--- config.mk ---
export PLATFORM = sky130hd
export DESIGN_NAME = branch_update_queue_flat
export DESIGN_NICKNAME = d
export VERILOG_FILES = /design/src/rtl/branch_update_queue_if.sv /design/src/rtl/branch_update_queue.sv /design/src/flat_wrapper.sv
export SDC_FILE = /design/constraint.sdc
export NUM_CORES = 1
export LEC_CHECK = 0
export ABC_AREA = 1
export CAP_MARGIN = 20
export CORE_ASPECT_RATIO = 1.2
export CORE_MARGIN = 2
export CORE_UTILIZATION = 50
export CTS_CLUSTER_DIAMETER = 30
export DETAILED_ROUTE_END_ITERATION = 6
export PLACE_DENSITY = 0.81
export SLEW_MARGIN = 20
export SYNTH_ARGS = -nofsm -noshare
export SYNTH_HDL_FRONTEND = slang
export SYNTH_SLANG_ARGS = --single-unit
export TNS_END_PERCENT = 100
--- constraint.sdc ---
create_clock -name clk -period 5.09 [get_ports clk]
set_input_delay 0.509 -clock clk [delete_from_list [all_inputs] [get_ports clk]]
set_output_delay 0.509 -clock clk [all_outputs]
set_load 0.005 [all_outputs]
--- src/rtl/branch_update_queue_if.sv ---
// rtl/branch_update_queue_if.sv - handshake bundle between dispatch, branch unit, predictor and queue
//
// Parameters: TAG_W (tag width), IDX_W (predictor index width).
// master: dispatch / execution side (drives alloc_* and res_*, observes the rest).
// slave : the queue (observes alloc_* and res_*, drives ready, tag, update, mispredict, count).
//   alloc_valid/alloc_idx/alloc_pred -> alloc_ready/alloc_tag   allocation handshake
//   res_valid/res_tag/res_taken                                 out-of-order resolution
//   upd_valid/upd_idx/upd_taken                                 predictor write port
//   mispredict/mispredict_tag                                   squash notification
//   count                                                       occupied entries
interface branch_update_queue_if #(
  parameter int TAG_W = 3,
  parameter int IDX_W = 6
);
  logic             alloc_valid;
  logic [IDX_W-1:0] alloc_idx;
  logic             alloc_pred;
  logic             alloc_ready;
  logic [TAG_W-1:0] alloc_tag;
  logic             res_valid;
  logic [TAG_W-1:0] res_tag;
  logic             res_taken;
  logic             upd_valid;
  logic [IDX_W-1:0] upd_idx;
  logic             upd_taken;
  logic             mispredict;
  logic [TAG_W-1:0] mispredict_tag;
  logic [TAG_W:0]   count;

  modport master (
    output alloc_valid, alloc_idx, alloc_pred, res_valid, res_tag, res_taken,
    input  alloc_ready, alloc_tag, upd_valid, upd_idx, upd_taken,
           mispredict, mispredict_tag, count
  );

  modport slave (
    input  alloc_valid, alloc_idx, alloc_pred, res_valid, res_tag, res_taken,
    output alloc_ready, alloc_tag, upd_valid, upd_idx, upd_taken,
           mispredict, mispredict_tag, count
  );
endinterface

--- src/rtl/branch_update_queue.sv ---
// rtl/branch_update_queue.sv - in-order tracking queue for in-flight conditional branches
//
// Records predictor index and predicted direction at dispatch, accepts tagged
// out-of-order resolutions, flags mispredicts (squashing younger entries) and
// retires resolved branches in program order onto the predictor update port.
// Ports: clk, reset (synchronous, active-high), bq (branch_update_queue_if.slave).
// Optional macro BRQ_STATS_EN adds saturating 32-bit outputs stat_retired and
// stat_mispred (counts of upd_valid and mispredict pulses).
module branch_update_queue #(
  parameter int DEPTH = 8,
  parameter int TAG_W = 3,
  parameter int IDX_W = 6
) (
  input  logic clk,
  input  logic reset,
  branch_update_queue_if.slave bq
`ifdef BRQ_STATS_EN
  ,
  output logic [31:0] stat_retired,
  output logic [31:0] stat_mispred
`endif
);

  // Pointers carry an extra wrap bit so full and empty are distinguishable.
  logic [TAG_W:0]   head, tail;
  logic [TAG_W-1:0] head_slot, tail_slot;
  logic [TAG_W:0]   occupancy;
  logic             full;

  logic [DEPTH-1:0] ent_valid, ent_resolved, ent_pred, ent_taken;
  logic [IDX_W-1:0] ent_idx [DEPTH];
  logic [DEPTH-1:0] valid_next;
  logic [DEPTH-1:0] younger;

  logic [TAG_W-1:0] res_off;
  logic [TAG_W:0]   res_ptr;
  logic             res_in_range, res_live, res_mispred;
  logic             alloc_fire, pop;

  logic             upd_valid_q, upd_taken_q, mispredict_q;
  logic [IDX_W-1:0] upd_idx_q;
  logic [TAG_W-1:0] mispredict_tag_q;

  assign head_slot = head[TAG_W-1:0];
  assign tail_slot = tail[TAG_W-1:0];
  assign occupancy = tail - head;
  assign full      = (head_slot == tail_slot) && (head[TAG_W] != tail[TAG_W]);

  // Age of the resolved tag relative to the head; in range means it is in flight.
  assign res_off      = bq.res_tag - head_slot;
  assign res_in_range = {1'b0, res_off} < occupancy;
  assign res_live     = bq.res_valid && ent_valid[bq.res_tag] &&
                        !ent_resolved[bq.res_tag] && res_in_range;
  assign res_mispred  = res_live && (bq.res_taken != ent_pred[bq.res_tag]);
  // Full pointer of the mispredicted entry, so the new tail keeps a correct wrap bit.
  assign res_ptr      = head + {1'b0, res_off};

  assign alloc_fire = bq.alloc_valid && bq.alloc_ready;
  // Retire looks only at registered state, so a same-cycle resolution of the head waits a cycle.
  assign pop        = ent_valid[head_slot] && ent_resolved[head_slot];

  always_comb begin
    younger = '0;
    for (int i = 0; i < DEPTH; i++) begin
      younger[i] = res_mispred &&
                   ((TAG_W'(i) - head_slot) > res_off) &&
                   ({1'b0, TAG_W'(i) - head_slot} < occupancy);
    end
  end

  always_comb begin
    valid_next = ent_valid & ~younger;
    if (pop)        valid_next[head_slot] = 1'b0;
    if (alloc_fire) valid_next[tail_slot] = 1'b1;
  end

  always_ff @(posedge clk) begin
    if (reset) begin
      ent_valid        <= '0;
      ent_resolved     <= '0;
      head             <= '0;
      tail             <= '0;
      upd_valid_q      <= 1'b0;
      upd_idx_q        <= '0;
      upd_taken_q      <= 1'b0;
      mispredict_q     <= 1'b0;
      mispredict_tag_q <= '0;
    end else begin
      ent_valid <= valid_next;
      if (res_live) begin
        ent_resolved[bq.res_tag] <= 1'b1;
        ent_taken[bq.res_tag]    <= bq.res_taken;
      end
      if (alloc_fire) begin
        ent_resolved[tail_slot] <= 1'b0;
        ent_pred[tail_slot]     <= bq.alloc_pred;
        ent_idx[tail_slot]      <= bq.alloc_idx;
      end
      head <= head + {{TAG_W{1'b0}}, pop};
      if (res_mispred)     tail <= res_ptr + 1'b1;
      else if (alloc_fire) tail <= tail + 1'b1;
      upd_valid_q <= pop;
      if (pop) begin
        upd_idx_q   <= ent_idx[head_slot];
        upd_taken_q <= ent_taken[head_slot];
      end
      mispredict_q <= res_mispred;
      if (res_mispred) mispredict_tag_q <= bq.res_tag;
    end
  end

  assign bq.alloc_ready    = !full && !res_mispred;
  assign bq.alloc_tag      = tail_slot;
  assign bq.count          = occupancy;
  assign bq.upd_valid      = upd_valid_q;
  assign bq.upd_idx        = upd_idx_q;
  assign bq.upd_taken      = upd_taken_q;
  assign bq.mispredict     = mispredict_q;
  assign bq.mispredict_tag = mispredict_tag_q;

`ifdef BRQ_STATS_EN
  always_ff @(posedge clk) begin
    if (reset) begin
      stat_retired <= '0;
      stat_mispred <= '0;
    end else begin
      if (upd_valid_q && (stat_retired != 32'hFFFF_FFFF)) stat_retired <= stat_retired + 1'b1;
      if (mispredict_q && (stat_mispred != 32'hFFFF_FFFF)) stat_mispred <= stat_mispred + 1'b1;
    end
  end
`endif

endmodule

--- src/flat_wrapper.sv ---
// flat-port wrapper written by rule: the top's interface ports become plain ports
module branch_update_queue_flat 
#(
  parameter int DEPTH = 8,
  parameter int TAG_W = 3,
  parameter int IDX_W = 6
)
  (clk, reset, bq_alloc_valid, bq_alloc_idx, bq_alloc_pred, bq_res_valid, bq_res_tag, bq_res_taken, bq_alloc_ready, bq_alloc_tag, bq_upd_valid, bq_upd_idx, bq_upd_taken, bq_mispredict, bq_mispredict_tag, bq_count);
  branch_update_queue_if #(.TAG_W(TAG_W), .IDX_W(IDX_W)) bq_i ();
  input  logic clk;
  input  logic reset;
  input wire logic [$bits(bq_i.alloc_valid)-1:0] bq_alloc_valid;
  input wire logic [$bits(bq_i.alloc_idx)-1:0] bq_alloc_idx;
  input wire logic [$bits(bq_i.alloc_pred)-1:0] bq_alloc_pred;
  input wire logic [$bits(bq_i.res_valid)-1:0] bq_res_valid;
  input wire logic [$bits(bq_i.res_tag)-1:0] bq_res_tag;
  input wire logic [$bits(bq_i.res_taken)-1:0] bq_res_taken;
  output wire logic [$bits(bq_i.alloc_ready)-1:0] bq_alloc_ready;
  output wire logic [$bits(bq_i.alloc_tag)-1:0] bq_alloc_tag;
  output wire logic [$bits(bq_i.upd_valid)-1:0] bq_upd_valid;
  output wire logic [$bits(bq_i.upd_idx)-1:0] bq_upd_idx;
  output wire logic [$bits(bq_i.upd_taken)-1:0] bq_upd_taken;
  output wire logic [$bits(bq_i.mispredict)-1:0] bq_mispredict;
  output wire logic [$bits(bq_i.mispredict_tag)-1:0] bq_mispredict_tag;
  output wire logic [$bits(bq_i.count)-1:0] bq_count;
  assign bq_i.alloc_valid = bq_alloc_valid;
  assign bq_i.alloc_idx = bq_alloc_idx;
  assign bq_i.alloc_pred = bq_alloc_pred;
  assign bq_i.res_valid = bq_res_valid;
  assign bq_i.res_tag = bq_res_tag;
  assign bq_i.res_taken = bq_res_taken;
  assign bq_alloc_ready = bq_i.alloc_ready;
  assign bq_alloc_tag = bq_i.alloc_tag;
  assign bq_upd_valid = bq_i.upd_valid;
  assign bq_upd_idx = bq_i.upd_idx;
  assign bq_upd_taken = bq_i.upd_taken;
  assign bq_mispredict = bq_i.mispredict;
  assign bq_mispredict_tag = bq_i.mispredict_tag;
  assign bq_count = bq_i.count;
  branch_update_queue #(.DEPTH(DEPTH), .TAG_W(TAG_W), .IDX_W(IDX_W)) u_core (.clk(clk), .reset(reset), .bq(bq_i));
endmodule
[Word-level counts from Yosys, hierarchy flattened]
Memories as Yosys holds them, arrays and structs flattened. A register that Yosys moved wholly into a read port is not among the register bits.
Cells that the tools add are included.
Storage, ports and cells
  memories kept: 1
  memory bits (writable): 48
  input port bits: 15
  flip-flop bits (word level): 46
  output and inout port bits: 20
  logic and storage cells: 123
Operators by class
  mux-type cells: 30
  equality and inequality tests: 3
  magnitude comparators: 23
  bitwise operators: 9
  add/sub/neg operators: 14
  reduce and logical (&&, ||, !) cells: 33
Memory list
  u_core.ent_idx: depth 8, width 6, read ports 1, clocked after memory_dff 1, wr ports 1, RTL line branch_update_queue.sv:31  | logic [IDX_W-1:0] ent_idx [DEPTH];
Operators with widths (count)
  $mux 8: 5
  $lt 3x4->1: 9
  $logic_and 1x1->1: 27
  $and 8x8->8: 3
  $gt 3x3->1: 8
  $not 8->8: 3
  $bmux 1 s3: 6
  $bwmux 8: 2
  $or 8x8->8: 2
  $lt 3x4->1 const B: 3
  $mux 1: 12
  $sub 3x3->3 const A: 4
  $demux 1 s3: 3
  $ge 3x1->1 const B: 3
  $add 4x1->4 const B: 2
  $mux 4: 2
  $sub 1x3->3 const A: 2
  $sub 2x3->3 const A: 2
  $add 4x1->4: 1
  $add 4x3->4: 1
  $reduce_and 2->1: 2
  $sub 4x4->4: 1
  $eq 3x3->1: 1
  $logic_not 1->1: 3
  4 further kinds: 5

[Depth between registers and ports, before layout]
Gate-level depths: netlist of run 1.
  word-level depth: 14
  mapped depth: 18

[Least setup slack after synthesis of run 1]
No wires, ideal clock.
  kind: input to register
  start point: in bq_res_tag[0]
  end point: mem u_core.ent_idx[6][0], enable pin
  cell stages on the path: 15
  setup time: 0.360 ns
  path buffers: 3
  arrival: 3.144 ns
  required time: 4.730 ns
  setup slack: 1.586 ns
  path through: buf_4 inv_4 buf_6 ha_1 fa_1 inv_1 ha_1 a21o_1 nand2_1 nand2_1 nand3_2 nand3_4 nand4_2 buf_2 nor2_1
On the way
  longest elaborated chain between the ends: 12
Ends and longest elaborated chain
  from (decl): RTL line flat_wrapper.sv:16  | input wire logic [$bits(bq_i.res_tag)-1:0] bq_res_tag;
  branches (longest 5 deep; another with $lt 3x4->1)
  $logic_and 1x1->1 (*): RTL line branch_update_queue.sv:54  | assign res_mispred = res_live && (bq.res_taken != ent_pred[bq.res_tag]);
  $logic_not 1->1 (*): RTL line branch_update_queue.sv:112  | assign bq.alloc_ready = !full && !res_mispred;
  $logic_and 1x1->1 (*): RTL line branch_update_queue.sv:112
  $logic_and 1x1->1 (*): RTL line branch_update_queue.sv:58  | assign alloc_fire = bq.alloc_valid && bq.alloc_ready;
  $mux 1 (*): RTL line branch_update_queue.sv:94  | if (alloc_fire) begin
  $mux 1 (*): RTL line branch_update_queue.sv:78  | if (reset) begin
  $mux 1 (not written as such) (*): RTL line branch_update_queue.sv:97  | ent_idx[tail_slot] <= bq.alloc_idx;
  to (decl): RTL line branch_update_queue.sv:31
Mark *: on every way between the ends. The select of a mux whose other input is x is not followed.

[Worst setup path in the final report of run 1]
  start point: in bq_res_tag[0]
  end point: out bq_alloc_ready
On the way
  longest elaborated chain between the ends: 8
Ends and longest elaborated chain
  branches (longest 5 deep; another with $lt 3x4->1)
  $logic_and 1x1->1 (*): RTL line branch_update_queue.sv:54
  $logic_not 1->1 (*): RTL line branch_update_queue.sv:112
  $logic_and 1x1->1 (*): RTL line branch_update_queue.sv:112
  to (decl): RTL line flat_wrapper.sv:18  | output wire logic [$bits(bq_i.alloc_ready)-1:0] bq_alloc_ready;
Marks and branches as above.

==> key figures, run 1 <==
Synthesis
  • Syn Area/Cell: 8.72 um^2
  • Mapped Cells: 630
  • Post-Syn Area: 5490 um^2
  • Synth area leader: edfxtp_1
  • EDFF count, synth: 64
  • Syn nets: 683
  • Async SR Flop Fraction: 0%
  • Most frequent cells after synthesis: nand2_1, nor2_1, edfxtp_1
  • Count of cell types in the netlist: 40
  • Yosys warnings: 0
  • FF+latch count, synth: 100
  • Top-count cell post-synth: nand2_1
  • Register area share after synthesis: 48.1%
  • Top cells by area, synth: edfxtp_1, dfxtp_1, nand2_1
  • Most used DFF post-synth: edfxtp_1
  • Top cell type's share of synthesized area: 35.0%

Setup path
  • Critical path origin: bq_res_tag[0]
  • Critical path's slowest cell: fa_1
  • Largest stage delay on the critical path: 600 ps
  • Worst-path fanout max: 15
  • CP Launch Type: input pin
  • R2R Path Start: u_core.tail[0]
  • Crit path cell chain: clkdlybuf4s50_1 > inv_4 > ha_1 > fa_1 > inv_1 > ha_1 > a21o_1 > or2_1 > nand3_2 > nand2_2 > inv_1 > a21oi_1 > clkdlybuf4s50_1
  • Arrival time of the worst setup path: 3870 ps
  • Worst reg-to-reg path cell count: 12
  • Crit path kind: in2out
  • Worst EP required: 4580 ps
  • Crit end category: output pin

Finish
  • Layout cells sized above 1: 6.81%
  • Non-filler cells, final: 790
  • Area Overhead vs Synth: 12.8%
  • Final nets: 709
  • Antenna cells: 0

Power and ir drop
  • Pwr Density: 288 nW/um^2
  • Leakage power: 2.48 nW
  • Worst vdd ir: 197 uV

STA
  • Hold Violations, Final: 0
  • Setup violators final: 0
  • RSZ-0062 raised after global routing: false
  • Minimum clock period: 4380 ps
  • Measured slew at the worst slew-check pin: 863 ps
  • Max-slew headroom: 42.4%
  • Worst hold slack: 496 ps
  • Setup WS post-layout: 710 ps
  • Post-route setup TNS: 0 ps
  • Final setup skew: 8.20 ps
  • Max-slew violations: 0
  • Peak Freq: 0.228 GHz
  • Final period util: 86.0%

Clock tree
  • Clk sinks: 100
  • # hold bufs at CTS: 0
  • Root Buffer: clkbuf_16
  • Clk_lat worst skew: 350 ps
  • CTS clk-pin slew, worst paths: 70 ps
  • Clock Tree Buf Depth: 2
  • CTS H-tree lvls: 3
  • CTS resizes: 0
  • Post-CTS setup buffers: 0
  • CTS buffer count: 9
  • CTS tree: built

Min path
  • Min-delay src: u_core.bq.mispredict_tag[0]
  • Hold Path Depth: 2
  • HP Class: reg2reg

Detailed routing
  • DRC Markers: 0
  • Antenna Violating Nets Remaining: 0
  • Pre-antenna DRT Iters: 6
  • Vias: 4709
  • Routed len/inst: 18.4 um
  • Drt first-iter violations: 513
  • WL final: 14.5 mm
  • Via density: 5.96

Global routing
  • GR Util met3: 3.70%
  • Pin count of the biggest net entering global routing: 38
  • Global-route wire length before repair: 23.3 mm
  • Gr ovfl total: 0
  • GRT busiest layer: met2
  • Initial antenna violation count: 0
  • Overall Global Routing Usage: 25.1%
  • Met2 usage: 42.4%
  • Met1 usage: 32.0%
  • Vias in the first global route: 4597

Placement
  • Detailed Place HPWL: 10.3 mm
  • Global placer's final weighted congestion: 0.935
  • IO buf count: 34
  • Dpl ws: 690 ps
  • Inst Count DP: 774

Floorplanning
  • Boundary Pins: 35
  • Core area: 10600 um^2
  • Rows: 41
  • Die footprint: 11800 um^2
  • Initial core utilization: 51.7%
  • Die Y: 119 um
  • Die width: 99.7 um

Outcome
  • Status: finished, final reports clean

Job
  • Maxcap violations: 0
## flip-flops by register name, summed over array words and instances, names as in the netlist
register / count
u_core.ent_pred: 8
u_core.ent_taken: 8
u_core.tail: 4
u_core.ent_idx: 48
u_core.bq.upd_taken: 1
u_core.ent_resolved: 8
u_core.ent_valid: 8
u_core.head: 4
u_core.bq.mispredict_tag: 3
u_core.bq.mispredict: 1
u_core.bq.upd_valid: 1
u_core.bq.upd_idx: 6
## routing by layer
metal	routed length (um)	vias to the layer above	share of wire (%)
met5	0	-	0
met4	467	0	3.2
met3	1450	39	10
met2	7120	261	49
met1	5510	2212	38
li1	-	2197	-
## layout by cell type, fill, tap and decap left out, drive strengths merged
| master | count |
|---|---|
| nand2 | 120 |
| nor2 | 90 |
| o21ai | 82 |
| edfxtp | 64 |
| inv | 55 |
| dfxtp | 36 |
| ha | 34 |
| clkdlybuf4s50 | 34 |
| nand3 | 32 |
| a21oi | 19 |
| o22ai | 15 |
| a31oi | 14 |
| buf | 10 |
| clkbuf | 10 |
| nand4 | 8 |
| xnor2 | 6 |
| clkinv | 6 |
| o211ai | 5 |
| xor2 | 4 |
| fa | 4 |
| nor3 | 3 |
| or2 | 3 |
| o21bai | 2 |
| a21o | 1 |
| and2 | 1 |
| a22oi | 1 |
| a41oi | 1 |
| clkinvlp | 1 |
## stage by stage
step	total power [mW]	util, %	instance area (um^2)
floorplan	1.06	-	5490
global placement	1.13	55.6	5910
CTS	1.79	58.4	6200
detailed placement	1.14	55.6	5910
finish	1.79	58.4	6200
global route	1.85	58.4	6200
## power breakdown
part | leakage (nW) | switching (mW) | internal (mW)
logic | 1.47 | 0.153 | 0.0834
clock network | 0.138 | 0.316 | 0.342
registers | 0.869 | 0.0149 | 0.879
## path summary, 6_finish.rpt
path                                                    end  slack, ps
worst max-delay path                         bq_alloc_ready        710
worst min-delay path            u_core.bq.mispredict_tag[0]        500
worst max register to register           u_core.ent_pred[0]       1240
worst min register to register  u_core.bq.mispredict_tag[0]        500
## layout make-up
cell class / instances / area, um^2
Sequential cell: 100 / 2640
Tap cell: 129 / 161
Inverter: 56 / 213
Multi-Input combinational cell: 445 / 2480
Clock buffer: 10 / 229
Clock inverter: 6 / 61.3
Timing Repair Buffer: 44 / 415
Fill cell: 901 / 4420
## worst max-delay path: cells and delay by family
family | cells | cell delay [ps]
AO/OA/AOI/OAI | 2 | 270
adder cells (fa/ha/maj) | 3 | 1170
AND/OR/NAND/NOR | 3 | 510
buffers and inverters | 5 | 1410
## kinds of logic after synthesis
group | Yosys count | synth area share (%)
AND/OR/NAND/NOR | 257 | 20.3
XOR/XNOR | 10 | 1.59
adder cells (fa/ha/maj) | 38 | 9.20
buffers and inverters | 85 | 6.81
AO/OA/AOI/OAI | 140 | 14.0
flip-flops | 100 | 48.1
Power figures use the tool's default switching activity.
==> run 2: changes to the inputs <==
--- a/config.mk
+++ b/config.mk
@@ -12,7 +12,7 @@
 export CORE_UTILIZATION = 50
 export CTS_CLUSTER_DIAMETER = 30
 export DETAILED_ROUTE_END_ITERATION = 6
-export PLACE_DENSITY = 0.81
+export PLACE_DENSITY = 0.84
 export SLEW_MARGIN = 20
 export SYNTH_ARGS = -nofsm -noshare
 export SYNTH_HDL_FRONTEND = slang
==> constraint.sdc (replaced) <==
create_clock -name clk -period 3.8 [get_ports clk]
set_input_delay 0.38 -clock clk [delete_from_list [all_inputs] [get_ports clk]]
set_output_delay 0.38 -clock clk [all_outputs]
set_load 0.005 [all_outputs]
==> run 2 against run 1 <==
- clock power is 36% higher
- routed wire length fell by 2.8%
- power is 35% higher
- via count up 0.93%
- register-to-register slack worse by 600 ps
- critical path depth unchanged
- cell count increased by 2.0%
- critical path type unchanged
- highest routed layer unchanged
==> key figures, run 2 (synthesis gave the netlist of run 1 again) <==
Outcome
  • Status: finished, final reports clean (unchanged)

Finish
  • Commonest non-fill, non-tap cell in the layout: nand2_1 (unchanged)
  • Final core utilization: 59.6% (was 58.4%)
  • Fin area: 6330 um^2 (was 6200 um^2)
  • Final nets: 725 (was 709)
  • Antenna cells: 0 (unchanged)
  • Most frequent cells in the layout: nand2_1, nor2_1, edfxtp_1 (unchanged)
  • Register Area: 2640 um^2 (unchanged)
  • Layout cells sized above 1: 9.16% (was 6.81%)
  • Largest Register: u_core.ent_idx (unchanged)
  • Area of the multi-input gates: 2480 um^2 (about the same)
  • Max reg flops: 48 (unchanged)
  • Layout fillers: 905 (was 901)
  • Area Overhead vs Synth: 15.2% (was 12.8%)

Clock tree
  • # hold bufs at CTS: 0 (unchanged)
  • CTS tree: built (unchanged)
  • Clk_lat worst skew: 340 ps (was 350 ps)
  • CTS resizes: 0 (unchanged)
  • Root Buffer: clkbuf_16 (unchanged)
  • CTS buffer count: 9 (unchanged)
  • Post-CTS setup buffers: 0 (unchanged)
  • CTS clk-pin slew, worst paths: 70 ps (about the same)
  • CTS H-tree lvls: 3 (unchanged)
  • Clock Tree Buf Depth: 2 (unchanged)
  • Clk sinks: 100 (unchanged)

Setup path
  • CP Launch Type: input pin (unchanged)
  • R2R Path Start: u_core.head[1] (was u_core.tail[0])
  • Worst EP required: 3420 ps (was 4580 ps)
  • Flop2flop setup slack: 640 ps (was 1240 ps)
  • Arrival time of the worst setup path: 3000 ps (was 3870 ps)
  • Critical path's slowest cell: clkdlybuf4s50_1 (was fa_1)
  • Crit path kind: in2out (unchanged)
  • Worst reg-to-reg path cell count: 13 (was 12)
  • Worst-path fanout max: 5 (was 15)
  • Crit end category: output pin (unchanged)
  • Crit path cell chain: clkdlybuf4s50_1 > inv_4 > ha_1 > fa_1 > inv_1 > ha_1 > a21o_1 > or2_1 > nand3_4 > nand2_2 > inv_1 > a21oi_1 > dlymetal6s2s_1 (was clkdlybuf4s50_1 > inv_4 > ha_1 > fa_1 > inv_1 > ha_1 > a21o_1 > or2_1 > nand3_2 > nand2_2 > inv_1 > a21oi_1 > clkdlybuf4s50_1)
  • Buffer and inverter count on the worst path: 5 (unchanged)
  • Largest stage delay on the critical path: 540 ps (was 600 ps)
  • Critical R2R Capture: u_core.ent_pred[1] (was u_core.ent_pred[0])
  • Top Family by Delay on Critical Path: adder cells (was buffers and inverters)

STA
  • Final period util: 89.0%
  • Measured slew at the worst slew-check pin: 658 ps (was 863 ps)
  • Max-slew violations: 0 (unchanged)
  • RSZ-0062 raised after global routing: false (unchanged)
  • Minimum clock period: 3380 ps
  • Hold Violations, Final: 0 (unchanged)
  • Final setup skew: 6.42 ps (was 8.20 ps)
  • Worst hold slack: 486 ps (was 496 ps)
  • Setup violators final: 0 (unchanged)
  • Post-route setup TNS: 0 ps (unchanged)
  • Peak Freq: 0.296 GHz
  • Max-slew headroom: 56.0% (was 42.4%)

Global routing
  • Vias in the first global route: 4812 (was 4597)
  • Overall Global Routing Usage: 24.7% (was 25.1%)
  • Initial antenna violation count: 0 (unchanged)
  • Pin count of the biggest net entering global routing: 39 (was 38)
  • Global-route wire length before repair: 23.2 mm (was 23.3 mm)
  • Gr ovfl total: 0 (unchanged)

Power and ir drop
  • Pwr Density: 381 nW/um^2 (was 288 nW/um^2)
  • Leakage power: 2.57 nW (was 2.48 nW)
  • Worst vdd ir: 280 uV (was 197 uV)
  • Total power draw: 2.41 mW (was 1.79 mW)

Floorplanning
  • Die width: 99.7 um (unchanged)
  • Die footprint: 11800 um^2 (unchanged)
  • Die Y: 119 um (unchanged)
  • Rows: 41 (unchanged)
  • Boundary Pins: 35 (unchanged)
  • Core area: 10600 um^2 (unchanged)
  • Initial core utilization: 51.7% (unchanged)

Placement
  • Placed cell areas: 6030 um^2 (was 5910 um^2)
  • Global placer's final weighted congestion: 0.952 (was 0.935)
  • IO buf count: 34 (unchanged)
  • Detailed Place HPWL: 9.80 mm (was 10.3 mm)

Detailed routing
  • Vias: 4753 (was 4709)
  • Antenna Violating Nets Remaining: 0 (unchanged)
  • Pre-antenna DRT Iters: 6 (unchanged)
  • WL final: 14.1 mm (was 14.5 mm)
  • Drt first-iter violations: 458 (was 513)
  • DRC Markers: 0 (unchanged)
  • Via density: 5.90 (was 5.96)
  • Routed len/inst: 17.5 um (was 18.4 um)

Min path
  • Min-delay src: u_core.bq.mispredict_tag[0] (unchanged)
  • HP Class: reg2reg (unchanged)
  • Hold Path Depth: 2 (unchanged)
  • Worst Hold Endpoint: u_core.bq.mispredict_tag[0] (unchanged)

Job
  • Maxcap violations: 0 (unchanged)
run 2: changes by cell type in the layout (fill, tap and decap cells not counted):
cell,delta
clkbuf_1,-1
inv_6,+2
clkinv_4,-3
clkinv_2,+1
nand3_2,-1
inv_8,+1
buf_4,+16
dlymetal6s2s_1,+1
clkbuf_8,+1
clkinv_8,-1
clkdlybuf4s50_1,-1
nand3_4,+1
run 2: area by class of cell:
class                           count  share of cell area, %
Sequential cell                   100                   41.7
Clock inverter                      6                  0.830
Multi-Input combinational cell    445                   39.2
Inverter                           56                   3.36
Clock buffer                       10                   3.78
Timing Repair Buffer               60                   8.50
Tap cell                          129                   2.55
run 2: worst max path at each step:
| stage | startpoint | cells after the start | end | slack (ps) |
|---|---|---|---|---|
| final | bq_res_tag[0] | 13 | bq_alloc_ready | 420 |
| after global placement | bq_res_tag[0] | 13 | bq_alloc_ready | 160 |
| after floorplan | u_core.head[1] | 12 | u_core.ent_idx[6][0] | 360 |
| after CTS | bq_res_tag[0] | 14 | bq_alloc_ready | 70 |
| after detailed placement | bq_res_tag[0] | 14 | bq_alloc_ready | 80 |
| after global routing | bq_res_tag[0] | 13 | bq_alloc_ready | 290 |
run 2: metrics by stage:
step / setup WS, ps / std cells
after floorplan: 361 / 630
after global placement: 158 / 790
after detailed placement: 76.1 / 790
after CTS: 68.6 / 806
after global routing: 293 / 806
final: 417 / 806
run 2: tightest hold or removal path, stage by stage, from the launching register on:
cell and delay (ps):
dfxtp_1 330, a21oi_1 40, nor2_1 80
run 2: routing by layer:
| layer | vias up | global-route usage, % | routed length (um) |
|---|---|---|---|
| li1 | 2236 | - | - |
| met1 | 2176 | 30.5 | 5460 |
| met2 | 274 | 40.8 | 6810 |
| met3 | 67 | 5.11 | 1220 |
| met4 | 0 | 12.5 | 650 |
| met5 | - | 0 | 0 |
run 2: power breakdown:
| group | leakage [nW] | total (mW) | internal [mW] | switching, mW |
|---|---|---|---|---|
| sequential | 0.869 | 1.19 | 1.18 | 0.0164 |
| clock | 0.143 | 0.893 | 0.475 | 0.418 |
| combinational | 1.55 | 0.326 | 0.120 | 0.206 |
| total | 2.57 | 2.41 | 1.77 | 0.640 |
